--- src/rtl/bomb_pkg.sv ---
// Shared types and helpers for the multi-bomb pool: slot phase encoding,
// the Release command code and the counter-to-phase decode.
package bomb_pkg;

  typedef enum logic [1:0] {
    BOMB    = 2'd0,
    FLAME   = 2'd1,
    EMPTY   = 2'd2,
    RESTORE = 2'd3
  } phase_t;

  localparam logic [2:0] CMD_RELEASE = 3'd4;

  // Counter counts down TOTAL..1; the upper band is the fuse, then flame, then restore.
  function automatic phase_t decode_phase(input int unsigned cnt,
                                          input int unsigned fr,
                                          input int unsigned restore_ticks);
    phase_t p;
    if (cnt == 0)                  p = EMPTY;
    else if (cnt > fr)             p = BOMB;
    else if (cnt > restore_ticks)  p = FLAME;
    else                           p = RESTORE;
    decode_phase = p;
  endfunction

endpackage

--- src/rtl/bomb_slot.sv ---
// One bomb slot: countdown counter, latched tile position and phase decode.
// load starts a fresh fuse; chain jumps a live bomb straight into its flame.
module bomb_slot
  import bomb_pkg::*;
#(
  parameter int CNT_W         = 10,
  parameter int TOTAL         = 190,
  parameter int FR            = 70,
  parameter int RESTORE_TICKS = 10
) (
  input  logic       frame_clk,
  input  logic       Reset_n,
  input  logic       load,
  input  logic       chain,
  input  logic [3:0] x_in,
  input  logic [3:0] y_in,
  output phase_t     phase,
  output logic [3:0] x,
  output logic [3:0] y
);

  logic [CNT_W-1:0] cnt;

  always_ff @(posedge frame_clk or negedge Reset_n) begin
    if (!Reset_n) begin
      cnt <= '0;
      x   <= '0;
      y   <= '0;
    end else if (load) begin
      cnt <= CNT_W'(TOTAL);
      x   <= x_in;
      y   <= y_in;
    end else if (chain) begin
      cnt <= CNT_W'(FR);
    end else if (cnt != '0) begin
      cnt <= cnt - 1'b1;
    end
  end

  assign phase = decode_phase(32'(cnt), FR, RESTORE_TICKS);

endmodule

--- src/rtl/bomb_pool.sv ---
// Multi-bomb pool: release edge detect, limit/duplicate checks, lowest-free
// slot allocation and per-slot countdowns. Chain detonation under CHAIN_REACTION_EN.
module bomb_pool
  import bomb_pkg::*;
#(
  parameter int MAX_BOMBS     = 4,
  parameter int CNT_W         = 10,
  parameter int FUSE_TICKS    = 120,
  parameter int FLAME_TICKS   = 60,
  parameter int RESTORE_TICKS = 10,
  parameter int FLAME_RANGE   = 2,
  localparam int CW           = $clog2(MAX_BOMBS + 1)
) (
  input  logic                   frame_clk,
  input  logic                   Reset_n,
  input  logic [2:0]             command,
  input  logic [3:0]             mapX,
  input  logic [3:0]             mapY,
  input  logic [CW-1:0]          bomb_limit,
  output logic [3*MAX_BOMBS-1:0] slot_state,
  output logic [4*MAX_BOMBS-1:0] slot_x,
  output logic [4*MAX_BOMBS-1:0] slot_y,
  output logic [CW-1:0]          active_count,
  output logic                   placed,
  output logic                   place_reject
);

  localparam int TOTAL = FUSE_TICKS + FLAME_TICKS + RESTORE_TICKS;
  localparam int FR    = FLAME_TICKS + RESTORE_TICKS;

  if (TOTAL >= (1 << CNT_W)) begin : g_bad_total
    $error("bomb_pool: FUSE+FLAME+RESTORE does not fit CNT_W");
  end
  if (MAX_BOMBS < 1 || MAX_BOMBS > 8) begin : g_bad_slots
    $error("bomb_pool: MAX_BOMBS must be 1..8");
  end
  if (FLAME_RANGE < 0 || FLAME_RANGE > 15) begin : g_bad_range
    $error("bomb_pool: FLAME_RANGE must be 0..15");
  end

  phase_t               phase [MAX_BOMBS];
  logic [3:0]           sx    [MAX_BOMBS];
  logic [3:0]           sy    [MAX_BOMBS];
  logic [MAX_BOMBS-1:0] load;
  logic [MAX_BOMBS-1:0] chain;
  logic                 prev_release;
  logic                 release_req;
  logic                 accept;
  logic                 dup;
  logic                 any_free;
  logic                 taken;
  logic [CW-1:0]        live;

  // Handshake: a Release is a single-cycle request on the command's rising edge;
  // exactly one of placed/place_reject answers it on the same edge that loads the slot.
  always_comb begin
    live     = '0;
    dup      = 1'b0;
    any_free = 1'b0;
    for (int i = 0; i < MAX_BOMBS; i++) begin
      if (phase[i] != EMPTY) begin
        live = live + CW'(1);
        if (sx[i] == mapX && sy[i] == mapY) dup = 1'b1;
      end else begin
        any_free = 1'b1;
      end
    end
    release_req = (command == CMD_RELEASE) && !prev_release;
    accept      = release_req && (live < bomb_limit) && any_free && !dup;
    load        = '0;
    taken       = 1'b0;
    for (int i = 0; i < MAX_BOMBS; i++) begin
      if (accept && phase[i] == EMPTY && !taken) begin
        load[i] = 1'b1;
        taken   = 1'b1;
      end
    end
  end

  always_ff @(posedge frame_clk or negedge Reset_n) begin
    if (!Reset_n) begin
      prev_release <= 1'b0;
      placed       <= 1'b0;
      place_reject <= 1'b0;
    end else begin
      prev_release <= (command == CMD_RELEASE);
      placed       <= accept;
      place_reject <= release_req && !accept;
    end
  end

`ifdef CHAIN_REACTION_EN
  function automatic logic in_range(input logic [3:0] a, input logic [3:0] b);
    logic [3:0] d;
    d        = (a > b) ? (a - b) : (b - a);
    in_range = ({28'd0, d} <= 32'(FLAME_RANGE));
  endfunction

  // Flames only reach along the bomb's row or column; walls are masked downstream.
  always_comb begin
    chain = '0;
    for (int j = 0; j < MAX_BOMBS; j++) begin
      for (int i = 0; i < MAX_BOMBS; i++) begin
        if (i != j && phase[j] == BOMB && phase[i] == FLAME &&
            ((sy[i] == sy[j] && in_range(sx[i], sx[j])) ||
             (sx[i] == sx[j] && in_range(sy[i], sy[j])))) begin
          chain[j] = 1'b1;
        end
      end
    end
  end
`else
  assign chain = '0;
`endif

  for (genvar g = 0; g < MAX_BOMBS; g++) begin : g_slot
    bomb_slot #(
      .CNT_W        (CNT_W),
      .TOTAL        (TOTAL),
      .FR           (FR),
      .RESTORE_TICKS(RESTORE_TICKS)
    ) u_slot (
      .frame_clk(frame_clk),
      .Reset_n  (Reset_n),
      .load     (load[g]),
      .chain    (chain[g]),
      .x_in     (mapX),
      .y_in     (mapY),
      .phase    (phase[g]),
      .x        (sx[g]),
      .y        (sy[g])
    );
    assign slot_state[3*g +: 3] = {1'b0, phase[g]};
    assign slot_x[4*g +: 4]     = sx[g];
    assign slot_y[4*g +: 4]     = sy[g];
  end

  assign active_count = live;

endmodule

--- config.mk ---
export PLATFORM = sky130hd
export DESIGN_NAME = bomb_pool
export DESIGN_NICKNAME = d
export VERILOG_FILES = /design/src/rtl/bomb_pkg.sv /design/src/rtl/bomb_slot.sv /design/src/rtl/bomb_pool.sv
export SDC_FILE = /design/constraint.sdc
export NUM_CORES = 1
export LEC_CHECK = 0
export BUFFER_PORTS_ARGS = -buffer_cell sky130_fd_sc_hd__buf_2
export CAP_MARGIN = 5
export CORE_ASPECT_RATIO = 2
export CORE_MARGIN = 2
export CORE_UTILIZATION = 50
export CTS_BUF_LIST = sky130_fd_sc_hd__clkbuf_8 sky130_fd_sc_hd__clkbuf_16
export DETAILED_ROUTE_END_ITERATION = 6
export PLACE_DENSITY = 0.68
export SYNTH_ARGS = -nofsm -noshare
export SYNTH_HDL_FRONTEND = slang
export SYNTH_HIERARCHICAL = 1
export SYNTH_SLANG_ARGS = --single-unit
--- constraint.sdc ---
create_clock -name frame_clk -period 9.7 [get_ports frame_clk]
set_input_delay 0.97 -clock frame_clk [delete_from_list [all_inputs] [get_ports frame_clk]]
set_output_delay 0.97 -clock frame_clk [all_outputs]
set_load 0.02 [all_outputs]
==> impl_metrics.env <==
export IMPL_antenna_found_initial=0
export IMPL_timing_final_crit_share_pct=57.32
export IMPL_yosys_top_cells_area="dfrtp_1 42%, mux2_2 8.3%, xnor2_1 4.7%"
export IMPL_firstDrtPassIters=4
export IMPL_hold_class="register to register"
export IMPL_synthXorXnorAreaFrac_pct=8.730
export IMPL_regToRegStartpoint="g_slot[0].u_slot/cnt[8]$_DFFE_PN0P_"
export IMPL_fp_dieW_um=70.87
export IMPL_whs_path_depth=2
export IMPL_cts_setup_buffers=0
export IMPL_ioPinCount=65
export IMPL_cts_sinks=75
export IMPL_gp_congestion=0.9331
export IMPL_grt_pass1_wl_um=16990
export IMPL_cts_tree="done"
export IMPL_synthSimpleGateAreaFrac_pct=19.53
export IMPL_cts_path_max_buffers=2
export IMPL_synthDistinctLibCells=39
export IMPL_ys_warn_count=6
export IMPL_synth_avg_cell_area_um2=10.52
export IMPL_skew_ps=4.493
export IMPL_tns_ps=0
export IMPL_drv_slew=0
export IMPL_tightest_slew_ps=1040
export IMPL_drt_total_wl_um=10170
export IMPL_max_slew_margin_pct=30.28
export IMPL_met1_length_um=4071
export IMPL_antennaDiodeCount=0
export IMPL_ys_flop_type="dfrtp_1"
export IMPL_finalHoldViolations=0
export IMPL_cts_resized=0
export IMPL_peakVddDrop_uv=119.4
export IMPL_ant_nets=0
export IMPL_wl_per_cell_um=16.75
export IMPL_maxUsedRoutingLayer="met4"
export IMPL_powerDensity_nw_per_um2=149.7
export IMPL_synth_top_area_share_pct=41.97
export IMPL_path_common_cell="ha_1"
export IMPL_dr_wl_met3_um=352
export IMPL_synth_top_family_by_area="simple AND/OR/NAND/NOR gates"
export IMPL_critPathTopFamily="simple AND/OR/NAND/NOR gates"
export IMPL_path_max_fanout=15
export IMPL_grt_pass1_vias=3583
export IMPL_slowest_stage="nor3_2"
export IMPL_nNetsFinal=530
export IMPL_cts_root_buf="clkbuf_16"
export IMPL_holdBufCountCts=0
export IMPL_yosysTopAreaCell="dfrtp_1"
export IMPL_dr_wl_met2_um=5317
export IMPL_end_kind="register"
export IMPL_grt_max_degree=76
export IMPL_cp_required_ps=9950
export IMPL_cp_depth=18
export IMPL_reg2reg_depth=18
export IMPL_hold_end="place_reject$_DFF_PN0_"
export IMPL_critPathArrivalTime_ps=5810
export IMPL_crit_type="register to register"
export IMPL_synthCells=425
export IMPL_max_freq_mhz=179.8
export IMPL_synth_seq_cells=75
export IMPL_placementRows=48
export IMPL_r2r_end="g_slot[2].u_slot/cnt[1]$_DFFE_PN0P_"
export IMPL_period_needed_ps=5560
export IMPL_dpl_hpwl_um=7628
export IMPL_synth_compound_area_share_pct=11.33
export IMPL_reg2reg_slack_ps=4140
export IMPL_clk_latency_ps=340
export IMPL_hp_start="prev_release$_DFF_PN0_"
export IMPL_critPathLaunch="g_slot[0].u_slot/cnt[8]$_DFFE_PN0P_"
export IMPL_finalPower_w=0.0007796
export IMPL_start_util_pct=51.71
export IMPL_syn_area_um2=4472
export IMPL_core_um2=8648
export IMPL_overflow=0
export IMPL_avgViaCountPerCell=5.738
export IMPL_setup_viol=0
export IMPL_drive_gt1_share_pct=25.64
export IMPL_synth_edff_count=0
export IMPL_power_leakage_nw=2.471
export IMPL_h_tree_depth=3
export IMPL_area_growth_pct=16.48
export IMPL_slowest_delay_ps=890
export IMPL_muxShareOfSynthArea_pct=11.00
export IMPL_startpoint_type="register"
export IMPL_async_flop_share_pct=100.0
export IMPL_clk_pin_slew_ps=60
export IMPL_port_buffers=60
export IMPL_first_iter_violations=156
export IMPL_drv_cap=0
export IMPL_vias=3483
export IMPL_path_buf_inv=1
export IMPL_cts_buffers=9
export IMPL_grt_use_total_pct=22.30
export IMPL_drc=0
export IMPL_yosysSeqAreaShare_pct=41.97
export IMPL_rsz0062_at_grt="false"
export IMPL_crit_chain="or3_1 -> nor4_1 -> a21boi_0 -> nor2b_1 -> inv_1 -> ha_1 -> xnor2_1 -> ha_1 -> nand2_1 -> xor2_1 -> ha_1 -> a21oi_1 -> nand2_1 -> or3_1 -> nor3_2 -> nor2_1 -> o311a_1 -> a31oi_1"
export IMPL_die_area_um2=9762
export IMPL_synth_adder_area_share_pct=3.358
export IMPL_die_h_um=137.7
export IMPL_status="complete, no violations"
## placed cells by master (no fill, tap or decap), types with 2 or more instances in the layout
cell type	n
or4_4	4
a31oi_1	5
xnor2_1	24
a211oi_1	12
buf_4	4
nand4_1	3
a41oi_1	4
inv_1	21
a21o_1	9
nor3b_1	5
nor2_1	14
and4_1	8
nor3_1	21
nand3b_1	12
nor4_1	13
o211ai_1	5
clkinvlp_4	3
nor4_2	2
o31ai_1	4
buf_2	60
or3_1	5
o41ai_2	4
a21boi_0	5
a21oi_1	13
nor3_2	6
nor2b_1	8
o311a_1	4
nand3_1	9
dfrtp_1	75
conb_1	20
nand2b_1	14
inv_6	2
ha_1	12
mux2_2	33
nand2_1	20
xor2_1	18
mux2i_1	12
clkbuf_16	9
## power breakdown
group	total, W	leakage, nW	internal, W	switching [W]
clock	0.000335	0.138	0.000200	0.000134
combinational	0.000108	1.35	0.0000424	0.0000656
sequential	0.000337	0.987	0.000323	0.0000140
total	0.000780	2.47	0.000566	0.000214
## worst min-delay path, delay by kind of cell (launching register included)
family | cells | cell delay, ps
flops | 1 | 330
compound gates | 1 | 100
simple gates | 1 | 70
## flip-flops by register name (all words and copies together) (netlist names)
name,count
place_reject,1
g_slot.u_slot/x,16
prev_release,1
g_slot.u_slot/y,16
g_slot.u_slot/cnt,40
placed,1
## routing by layer
metal  global-route usage [%]  up-vias
met5                        0        -
met4                    12.37        0
met3                    4.023       34
met2                    39.56       82
met1                    24.77     1688
li1                         -     1679
## logic make-up after synthesis
group,after synthesis
other,1
AOI/OAI and AO/OA,66
DFF,75
and+or+nand+nor,145
muxes,45
buffers and inverters,38
xor gates and xnor gates,43
adders and majority gates,12
## cell usage after synthesis (8+ instances only)
cell / n
and4_1: 8
xor2_1: 18
nor2b_1: 8
xnor2_1: 24
nand2_1: 20
dfrtp_1: 75
mux2_2: 33
inv_1: 21
nor2_1: 14
nand3b_1: 12
buf_4: 8
nor4_1: 13
a21o_1: 9
a211oi_1: 12
ha_1: 12
a21oi_1: 13
mux2i_1: 12
nor3_1: 23
nand3_1: 9
nand2b_1: 14
## worst max-delay path by stage
stage | to | slack (ps)
2_1_floorplan | g_slot[3].u_slot/x[0]$_DFFE_PN0P_ | 4330
3_3_place_gp | g_slot[2].u_slot/cnt[1]$_DFFE_PN0P_ | 4390
3_5_place_dp | g_slot[2].u_slot/cnt[1]$_DFFE_PN0P_ | 4170
4_1_cts | g_slot[2].u_slot/cnt[1]$_DFFE_PN0P_ | 4140
5_1_grt | g_slot[2].u_slot/cnt[1]$_DFFE_PN0P_ | 3610
6_report | g_slot[2].u_slot/cnt[1]$_DFFE_PN0P_ | 4140
## area by class of cell
class                           instances  area [µm²]
Fill cell                             755        3440
Multi-Input combinational cell        331        2497
Sequential cell                        75        1877
Timing Repair Buffer                   64       330.3
Clock buffer                            9       225.2
Tap cell                              100       125.1
Inverter                               21       78.83
Clock inverter                          7       75.07
## through the flow
step / cells / hold slack (ps) / util, % / area (µm²) / setup slack [ps]
6_report: 607 / 528.2 / 60.23 / 5209 / 4140
5_1_grt: 607 / 573.0 / 60.23 / 5209 / 3606
4_1_cts: 607 / 539.0 / 60.23 / 5209 / 4144
3_5_place_dp: 591 / 532.0 / 56.76 / 4908 / 4172
3_3_place_gp: 591 / 526.1 / 56.76 / 4908 / 4389
2_1_floorplan: 444 / 475.1 / - / 4543 / 4325
(Power assumes the default switching activity.)
